==> src/rtl/fc_layer_par_if.sv <==
// Bus bundle for fc_layer_par: control, memory read ports and output write port.
// The master side owns start/config and the memories; the slave is the layer.
interface fc_layer_par_if #(
  parameter int IN_DIM  = 784,
  parameter int OUT_DIM = 32,
  parameter int LANES   = 4,
  parameter int ACC_W   = 32,
  parameter int OUT_W   = 8
);
  localparam int G  = OUT_DIM / LANES;
  localparam int XW = (IN_DIM > 1) ? $clog2(IN_DIM) : 1;
  localparam int WW = (G * IN_DIM > 1) ? $clog2(G * IN_DIM) : 1;
  localparam int BW = (G > 1) ? $clog2(G) : 1;
  localparam int YW = (OUT_DIM > 1) ? $clog2(OUT_DIM) : 1;

  logic                     start;
  logic                     busy;
  logic                     done;
  logic [5:0]               shift_right;
  logic                     round_en;
  logic                     relu_en;
  logic [XW-1:0]            x_addr;
  logic [7:0]               x_data;
  logic [WW-1:0]            w_addr;
  logic [8*LANES-1:0]       w_data;
  logic [BW-1:0]            b_addr;
  logic [ACC_W*LANES-1:0]   b_data;
  logic                     y_we;
  logic [YW-1:0]            y_addr;
  logic [OUT_W-1:0]         y_data;

  modport master (
    output start, shift_right, round_en, relu_en,
    output x_data, w_data, b_data,
    input  busy, done, x_addr, w_addr, b_addr,
    input  y_we, y_addr, y_data
  );

  modport slave (
    input  start, shift_right, round_en, relu_en,
    input  x_data, w_data, b_data,
    output busy, done, x_addr, w_addr, b_addr,
    output y_we, y_addr, y_data
  );
endinterface

==> src/rtl/fc_layer_par.sv <==
// Fully-connected layer: LANES neurons per pass, serial over inputs,
// bias-initialised MAC, rounding shift, saturation, optional ReLU.
module fc_layer_par #(
  parameter int IN_DIM  = 784,
  parameter int OUT_DIM = 32,
  parameter int LANES   = 4,
  parameter int ACC_W   = 32,
  parameter int OUT_W   = 8
) (
  input logic           clk,
  input logic           rst,
  fc_layer_par_if.slave bus
);
  localparam int G  = OUT_DIM / LANES;
  localparam int XW = (IN_DIM > 1) ? $clog2(IN_DIM) : 1;
  localparam int BW = (G > 1) ? $clog2(G) : 1;
  localparam int YW = (OUT_DIM > 1) ? $clog2(OUT_DIM) : 1;
  localparam int LW = (LANES > 1) ? $clog2(LANES) : 1;

  localparam logic signed [ACC_W-1:0] YMAX =
    ACC_W'((2 ** (OUT_W - 1)) - 1);
  localparam logic signed [ACC_W-1:0] YMIN = ~YMAX;

  typedef enum logic [2:0] {
    IDLE, ISSUE, MAC, DRAIN, DONE
  } state_t;

  state_t        st;
  logic [XW-1:0] k;
  logic [BW-1:0] g;
  logic [LW-1:0] l;
  logic [YW-1:0] n;

  logic signed [ACC_W-1:0] acc     [LANES];
  logic signed [ACC_W-1:0] base    [LANES];
  logic signed [ACC_W-1:0] mac_nxt [LANES];
  logic signed [15:0]      prod    [LANES];

  always_comb begin
    for (int i = 0; i < LANES; i++) begin
      prod[i] = $signed(bus.w_data[8*i +: 8]) *
                $signed(bus.x_data);
      base[i] = (k == '0) ?
        $signed(bus.b_data[ACC_W*i +: ACC_W]) : acc[i];
      mac_nxt[i] = base[i] + ACC_W'(prod[i]);
    end
  end

  logic [5:0]              s_eff;
  logic signed [ACC_W-1:0] sel;
  logic signed [ACC_W-1:0] rnd;
  logic signed [ACC_W-1:0] t;
  logic signed [ACC_W-1:0] r;
  logic [OUT_W-1:0]        res;

  // Post-processing of the lane currently being drained.
  always_comb begin
    s_eff = (32'(bus.shift_right) >= ACC_W) ?
      6'(ACC_W - 1) : bus.shift_right;
    sel = acc[l];
    rnd = '0;
    if (bus.round_en && s_eff != 6'd0)
      rnd = ACC_W'(1) << (s_eff - 6'd1);
    t = sel + rnd;
    r = t >>> s_eff;
    if (r > YMAX)
      res = YMAX[OUT_W-1:0];
    else if (r < YMIN)
      res = YMIN[OUT_W-1:0];
    else
      res = r[OUT_W-1:0];
    if (bus.relu_en && res[OUT_W-1])
      res = '0;
  end

  always_ff @(posedge clk) begin
    if (rst) begin
      st          <= IDLE;
      k           <= '0;
      g           <= '0;
      l           <= '0;
      n           <= '0;
      bus.busy    <= 1'b0;
      bus.done    <= 1'b0;
      bus.y_we    <= 1'b0;
      bus.x_addr  <= '0;
      bus.w_addr  <= '0;
      bus.b_addr  <= '0;
      bus.y_addr  <= '0;
      bus.y_data  <= '0;
      for (int i = 0; i < LANES; i++)
        acc[i] <= '0;
    end else begin
      bus.done <= 1'b0;
      bus.y_we <= 1'b0;
      unique case (st)
        IDLE: begin
          if (bus.start) begin
            st         <= ISSUE;
            bus.busy   <= 1'b1;
            g          <= '0;
            n          <= '0;
            bus.x_addr <= '0;
            bus.w_addr <= '0;
            bus.b_addr <= '0;
          end
        end
        ISSUE: begin
          st <= MAC;
          k  <= '0;
          if (IN_DIM > 1) begin
            bus.x_addr <= bus.x_addr + 1'b1;
            bus.w_addr <= bus.w_addr + 1'b1;
          end
        end
        MAC: begin
          for (int i = 0; i < LANES; i++)
            acc[i] <= mac_nxt[i];
          // Address bus runs one element ahead of the data.
          if (32'(k) + 32'd2 < 32'(IN_DIM)) begin
            bus.x_addr <= bus.x_addr + 1'b1;
            bus.w_addr <= bus.w_addr + 1'b1;
          end
          if (32'(k) == 32'(IN_DIM - 1)) begin
            st <= DRAIN;
            l  <= '0;
          end else begin
            k <= k + 1'b1;
          end
        end
        DRAIN: begin
          bus.y_we   <= 1'b1;
          bus.y_addr <= n;
          bus.y_data <= res;
          n          <= n + 1'b1;
          if (32'(l) == 32'(LANES - 1)) begin
            if (32'(g) == 32'(G - 1)) begin
              st       <= DONE;
              bus.busy <= 1'b0;
              bus.done <= 1'b1;
            end else begin
              st         <= ISSUE;
              g          <= g + 1'b1;
              bus.b_addr <= g + 1'b1;
              bus.x_addr <= '0;
              bus.w_addr <= bus.w_addr + 1'b1;
            end
          end else begin
            l <= l + 1'b1;
          end
        end
        DONE: begin
          st <= IDLE;
        end
        default: st <= IDLE;
      endcase
    end
  end
endmodule

==> src/flat_wrapper.sv <==
// flat-port wrapper written by rule: the top's interface ports become plain ports
module fc_layer_par_flat 
#(
  parameter int IN_DIM  = 784,
  parameter int OUT_DIM = 32,
  parameter int LANES   = 4,
  parameter int ACC_W   = 32,
  parameter int OUT_W   = 8
)
  (clk, rst, bus_start, bus_shift_right, bus_round_en, bus_relu_en, bus_x_data, bus_w_data, bus_b_data, bus_busy, bus_done, bus_x_addr, bus_w_addr, bus_b_addr, bus_y_we, bus_y_addr, bus_y_data);
  fc_layer_par_if #(.IN_DIM(IN_DIM), .OUT_DIM(OUT_DIM), .LANES(LANES), .ACC_W(ACC_W), .OUT_W(OUT_W)) bus_i ();
  input logic clk;
  input logic rst;
  input wire logic [$bits(bus_i.start)-1:0] bus_start;
  input wire logic [$bits(bus_i.shift_right)-1:0] bus_shift_right;
  input wire logic [$bits(bus_i.round_en)-1:0] bus_round_en;
  input wire logic [$bits(bus_i.relu_en)-1:0] bus_relu_en;
  input wire logic [$bits(bus_i.x_data)-1:0] bus_x_data;
  input wire logic [$bits(bus_i.w_data)-1:0] bus_w_data;
  input wire logic [$bits(bus_i.b_data)-1:0] bus_b_data;
  output wire logic [$bits(bus_i.busy)-1:0] bus_busy;
  output wire logic [$bits(bus_i.done)-1:0] bus_done;
  output wire logic [$bits(bus_i.x_addr)-1:0] bus_x_addr;
  output wire logic [$bits(bus_i.w_addr)-1:0] bus_w_addr;
  output wire logic [$bits(bus_i.b_addr)-1:0] bus_b_addr;
  output wire logic [$bits(bus_i.y_we)-1:0] bus_y_we;
  output wire logic [$bits(bus_i.y_addr)-1:0] bus_y_addr;
  output wire logic [$bits(bus_i.y_data)-1:0] bus_y_data;
  assign bus_i.start = bus_start;
  assign bus_i.shift_right = bus_shift_right;
  assign bus_i.round_en = bus_round_en;
  assign bus_i.relu_en = bus_relu_en;
  assign bus_i.x_data = bus_x_data;
  assign bus_i.w_data = bus_w_data;
  assign bus_i.b_data = bus_b_data;
  assign bus_busy = bus_i.busy;
  assign bus_done = bus_i.done;
  assign bus_x_addr = bus_i.x_addr;
  assign bus_w_addr = bus_i.w_addr;
  assign bus_b_addr = bus_i.b_addr;
  assign bus_y_we = bus_i.y_we;
  assign bus_y_addr = bus_i.y_addr;
  assign bus_y_data = bus_i.y_data;
  fc_layer_par #(.IN_DIM(IN_DIM), .OUT_DIM(OUT_DIM), .LANES(LANES), .ACC_W(ACC_W), .OUT_W(OUT_W)) u_core (.clk(clk), .rst(rst), .bus(bus_i));
endmodule
==> config.mk <==
export PLATFORM = sky130hd
export DESIGN_NAME = fc_layer_par_flat
export DESIGN_NICKNAME = d
export VERILOG_FILES = /design/src/rtl/fc_layer_par_if.sv /design/src/rtl/fc_layer_par.sv /design/src/flat_wrapper.sv
export SDC_FILE = /design/constraint.sdc
export NUM_CORES = 2
export LEC_CHECK = 0
export CORE_UTILIZATION = 35
export DETAILED_ROUTE_END_ITERATION = 10
export GPL_ROUTABILITY_DRIVEN = 1
export PLACE_DENSITY = 0.58
export SLEW_MARGIN = 20
export SYNTH_ARGS = -nofsm -noshare
export SYNTH_HDL_FRONTEND = slang
export SYNTH_SLANG_ARGS = --single-unit
==> constraint.sdc <==
create_clock -name clk -period 21.3 [get_ports clk]
set_clock_uncertainty 0.15 [all_clocks]
set_input_delay 2.13 -clock clk [delete_from_list [all_inputs] [get_ports clk]]
set_output_delay 2.13 -clock clk [all_outputs]
set_load 0.1 [all_outputs]
== Word level (Yosys, flattened, before mapping) ==
Memories as Yosys holds them, arrays and structs flattened. A register that Yosys moved wholly into a read port is not among the register bits.
Index checks and enable logic that the tools add are counted.

* Flip-flop bits (word level): 62
* Memory bits (writable): 128
* Input bits: 179
* Word-level logic and storage cells: 125
* Memories: 1

* Add/subtract/negate cells: 13
* Multipliers: 4
* Magnitude comparators: 4
* Equal/unequal tests: 14
* Shift operators: 2
* Mux-type cells: 52
* Bitwise operators: 6
* Reduce and logical (&&, ||, !) cells: 17

{| class="wikitable"
|+ Memories
! memory !! depth !! width !! rd ports !! clocked after memory_dff !! write ports !! line !! source
|-
| u_core.acc || 4 || 32 || 5 || 1 || 4 || fc_layer_par.sv:34 || <nowiki>logic signed [ACC_W-1:0] acc [LANES];</nowiki>
|}

{| class="wikitable"
|+ Operators with widths
! cell !! number
|-
| two-way mux 32 bit || 9
|-
| adder 32 x 16 -> 32 bit || 4
|-
| multiplier 8 x 8 -> 16 bit || 4
|-
| two-way mux 13 bit || 4
|-
| case mux 13 bit (4 select lines) || 1
|-
| two-way mux 10 bit || 5
|-
| case mux 10 bit (4 select lines) || 1
|-
| adder 32 bit || 1
|-
| greater-than comparator 32 x 8 -> 1 bit (second input constant) || 1
|-
| less-than comparator 32 x 10 -> 1 bit (second input constant) || 1
|-
| less-than comparator 32 x 8 -> 1 bit (second input constant) || 1
|-
| left shift 1 x 6 -> 32 bit (first input constant) || 1
|-
| >>> shifter 32 x 6 -> 32 bit || 1
|-
| two-way mux 8 bit || 3
|-
| two-way mux 3 bit || 7
|-
| adder 10 x 1 -> 10 bit (second input constant) || 2
|-
| case mux 10 bit (2 select lines) || 1
|-
| adder 13 x 1 -> 13 bit (second input constant) || 1
|-
| case mux 3 bit (4 select lines) || 1
|-
| adder 10 x 2 -> 11 bit (second input constant) || 1
|-
| equality test 10 bit (second input constant) || 1
|-
| zero test 10 bit || 1
|-
| two-way mux 1 bit || 10
|-
| case mux 5 bit (2 select lines) || 1
|-
| other kinds (29) || 49
|}

== Logic depth before layout (Yosys ltp) ==
* Word-level depth: 12
* Depth in mapped cells: 31
* Mapped depth without buffers: 28

== Least setup slack after synthesis ==
No wires, ideal clock.

* Path kind: input to register
* Start: input port bus_x_data[0]
* End: memory u_core.acc[3][30], data pin
* Library setup time: 0.266 ns
* Arrival time: 8.939 ns
* Setup slack: 11.945 ns
* Cell stages on the path: 23
* Buffers on the path: 1
* Cells stage by stage: clkbuf_1 > nand2_1 > inv_1 > fa_1 > fa_1 > fa_1 > fa_1 > fa_1 > ha_1 > inv_1 > o21bai_1 > a21o_1 > a21oi_1 > o21a_1 > o21ai_0 > o41a_1 > a41o_1 > o41ai_1 > o21ai_0 > o41ai_1 > o21ai_0 > xnor2_1 > nor2_1

{| class="wikitable"
|+ RTL lines
! item !! line !! source
|-
| start, declared || flat_wrapper.sv:18 || <nowiki>input wire logic [$bits(bus_i.x_data)-1:0] bus_x_data;</nowiki>
|-
| end, declared || fc_layer_par.sv:34 ||
|}

==> impl_metrics.csv <==
group,metric,value,unit
status,result_of_the_run,"finished, violations left",
status,violations,"DRC",
clock_tree,root_buffer,"clkbuf_16",
setup_path,cp_max_fo,32,
grt,grt.total_usage,20.4,%
synth,synthArstFlopShare,0,%
sta,finalWorstSetupSlack,11300,ps
power,p_leak,19.0,nW
setup_path,critPathMaxStageDelay,640,ps
clock_tree,hold_buffer_count_at_cts,0,
routing,dr.pass1.iters,10,
final_layout,finish.cell_count_without_fillers,5226,
routing,detail_route.vias_per_cell,5.13,
routing,drc_violations_left,2,
synth,synth_ff_type,"edfxtp_1",
placement,port_buffers,220,
routing,detail_route.wirelength,101000,microns
floorplanning,full_die_area,102000,sq um
floorplanning,die_h,320,microns
sta,hold_violations,0,
floorplanning,floorplan.die.width,320,microns
power,p_sw_share,51.2,%
final_layout,syn2layout_area_growth,12.2,%
setup_path,standard_cell_with_the_maximum_stage_delay_on_the_critical_path,"nand2_2",
worst_hold_path,hold_path.class,"register to register",
final_layout,ff_latch_area,5130,sq um
clock_tree,cts_buffer_count,17,
sta,max_freq,100,MHz
synth,post_synth_instance_area,35300,sq um
power,power.internal,2.68,mW
sta,setup_repair_after_global_routing_missed_its_margin,"false",
grt,grt_max_degree,64,
synth,yosysUniqueCellTypes,84,
synth,yosysWarnings,0,
routing,drt.antenna.violating_nets,0,
placement,placedInstanceArea,39000,sq um
clock_tree,cts-resized-gates,0,
floorplanning,floorplan.initialDensity,35.3,%
grt,number_of_global_route_vias_before_repair,27700,
sta,slew_headroom,28.6,%
final_layout,final_cell_area,39600,sq um
final_layout,final_util,39.6,%
routing,via_count,26800,
setup_path,crit_type,"input port to register",
grt,global_route.overflow_total,0,
clock_tree,clockBufferDepth,2,
placement,detailed_place_hpwl,82600,microns
routing,avgRoutedWirePerCell,19.3,microns
placement,place_congestion,0.895,
clock_tree,tritoncts,"yes",
sta,period_minus_slack,10000,ps
power,seqPwrFrac,10.1,%
final_layout,multi_input_area,27200,sq um
final_layout,nNetsFinal,4956,
final_layout,fraction_of_layout_instances_using_a_drive_strength_above_1,4.46,%
power,total_switching_power,2.81,mW
setup_path,critical_path.cell_chain,"clkdlybuf4s50_1 -> buf_4 -> nand2_2 -> inv_1 -> fa_1 -> fa_1 -> fa_1 -> fa_1 -> fa_1 -> ha_1 -> inv_1 -> o21bai_1 -> a21o_1 -> a21oi_1 -> o21a_1 -> o21ai_0 -> o41a_1 -> a41o_1 -> o41ai_1 -> o21ai_0 -> o41ai_1 -> o21ai_0 -> xnor2_1 -> nor2_1",
setup_path,critPathLaunchType,"input port",
synth,yosysSeqAreaShare,14.5,%
placement,placed_cells_incl_taps,5191,
grt,grt_pass1_wl,160000,microns
placement,place_ws,10730,ps
synth,synth_fp_nets,4810,
power,share_clk_of_total_power,6.6,%
clock_tree,clock_tree.htree_level_count,4,
grt,initial_antenna_violation_count,6,
sta,worst_pin_slew,1070,ps
clock_tree,insertion_delay,510,ps
routing,dr.first_iter.drc_count,1524,
clock_tree,numClockSinks,192,
synth,yosys_register_bits,192,
setup_path,worst-endpoint-arrival,10070,ps
synth,synth_cells,3767,
floorplanning,placementRows,116,
sta,setup_viol_count_final,0,
clock_tree,clk_pin_slew,80,ps
floorplanning,coreArea,100000,sq um
power,peakVddDrop,0.0816,mV
synth,synth-edff-count,128,
flow_run,drv.max_cap_violation_count,0,
setup_path,critPathRequiredTime,21370,ps
sta,setup_tns,0,ps
floorplanning,io-pin-count,221,
final_layout,num-fill-cells,10000,
synth,avgSynthCellArea,9.38,sq um
setup_path,crit_path_frequent_cell,"fa_1",
power,power_density,138,nW/um^2
power,part_of_the_power_in_combinational_logic,83.3,%
setup_path,critical_path.endpoint_type,"register",
sta,min_period_over_period,47.0,%
sta,final_max_slew_viol_count,0,
clock_tree,cts_setup_buffers,0,
per-stage QoR:
stage | total power, mW | hold WS, ps
floorplan | 4.16 | 296
global placement | 5.07 | 297
detailed placement | 5.09 | 298
CTS | 5.51 | 310
global route | 6.20 | 327
finish | 5.48 | 308
cell usage after synthesis (65+ instances only):
library cell | n | area share, %
fa_1 | 545 | 31
ha_1 | 319 | 11
a21oi_1 | 163 | 2.3
inv_1 | 692 | 7.4
nand2_1 | 280 | 3.0
xnor2_1 | 105 | 2.6
edfxtp_1 | 128 | 11
and2_1 | 143 | 2.5
nor2_1 | 264 | 2.8
clkbuf_1 | 100 | 1.1
o21ai_0 | 84 | 1.2
nor3_1 | 65 | 0.92
mux2i_1 | 138 | 3.9
registers in the layout, summed over array words and instances, names as in the netlist, named ones only:
register	cells
u_core.bus.b_addr	3
u_core.l	2
u_core.bus.w_addr	13
u_core.bus.y_we	1
u_core.k	10
u_core.bus.busy	1
u_core.st	3
u_core.bus.y_addr	5
u_core.n	5
u_core.acc	128
u_core.bus.done	1
u_core.bus.x_addr	10
u_core.bus.y_data	8
power by group through the flow:
stage	clock network, mW	registers (mW)	logic [mW]
5_1_grt	0.380	0.560	5.26
3_3_place_gp	0	0.563	4.50
2_1_floorplan	0	0.522	3.63
3_5_place_dp	0	0.564	4.53
6_report	0.359	0.556	4.57
4_1_cts	0.369	0.556	4.59
area by class of cell:
cell class | instances | area share [%]
inverters | 692 | 6.55
well taps | 1298 | 4.10
diodes | 2 | 0.0126
multi-input cells | 2752 | 68.6
clock inverters | 14 | 0.433
repair buffers | 258 | 6.27
flip-flops and latches | 192 | 12.9
clock buffers | 18 | 1.11
layer usage:
metal / vias up / part of all wire, % / global-route usage, % / routed length (microns)
met5: - / 0.013 / 0 / 13
li1: 12600 / - / - / -
met2: 541 / 48 / 34.1 / 48000
met3: 110 / 3.5 / 2.15 / 3500
met4: 2 / 2.4 / 5.75 / 2450
met1: 13500 / 46 / 27.9 / 46700
cells in the final DEF (no fill, tap or decap), types with 18 or more instances in the layout:
cell	Yosys	final
or3_1	23	23
nand3_1	50	50
edfxtp_1	128	128
nor2_1	264	261
clkdlybuf4s50_1	0	220
a31oi_1	18	18
mux2i_1	138	138
buf_4	0	37
o211ai_1	20	20
xor2_1	62	61
nand2_1	280	275
or2_2	18	18
o21ai_0	84	84
and2_1	143	143
dfxtp_1	64	62
nor3_1	65	64
xnor2_1	105	105
and3_1	26	25
inv_1	692	692
nand4_1	22	22
fa_1	545	545
nand2b_1	56	54
mux4_2	38	38
a211oi_1	31	31
a21oi_1	163	163
o21bai_1	24	24
ha_1	319	319
a21o_1	40	40
final timing paths:
| kind | cells after the start | slack [ps] | endpoint | startpoint |
|---|---|---|---|---|
| max | 24 | 11300 | u_core.acc[3][30] | bus_x_data[0] |
| min | 2 | 310 | u_core.bus.y_addr[3] | u_core.bus.y_addr[3] |
| min reg2reg | 2 | 310 | u_core.bus.y_addr[3] | u_core.bus.y_addr[3] |
| max reg2reg | 26 | 11620 | u_core.acc[1][29] | u_core.k[5] |
worst max-delay path: cells and delay by family:
family	cells	cell delay (ps)
AOI/OAI and AO/OA	11	3080
adders and majority gates	6	2690
buffers and inverters	4	1270
and+or+nand+nor	2	710
xor gates and xnor gates	1	170
cells by family after synthesis:
family / count (synthesis) / synth area share (%)
and+or+nand+nor: 1009 / 13.8
DFF: 192 / 14.5
xor gates and xnor gates: 167 / 4.14
muxes: 194 / 6.92
adders and majority gates: 864 / 42.2
AOI/OAI and AO/OA: 518 / 9.68
buffers and inverters: 823 / 8.77
Note: power is estimated with default switching activity, not from simulation.
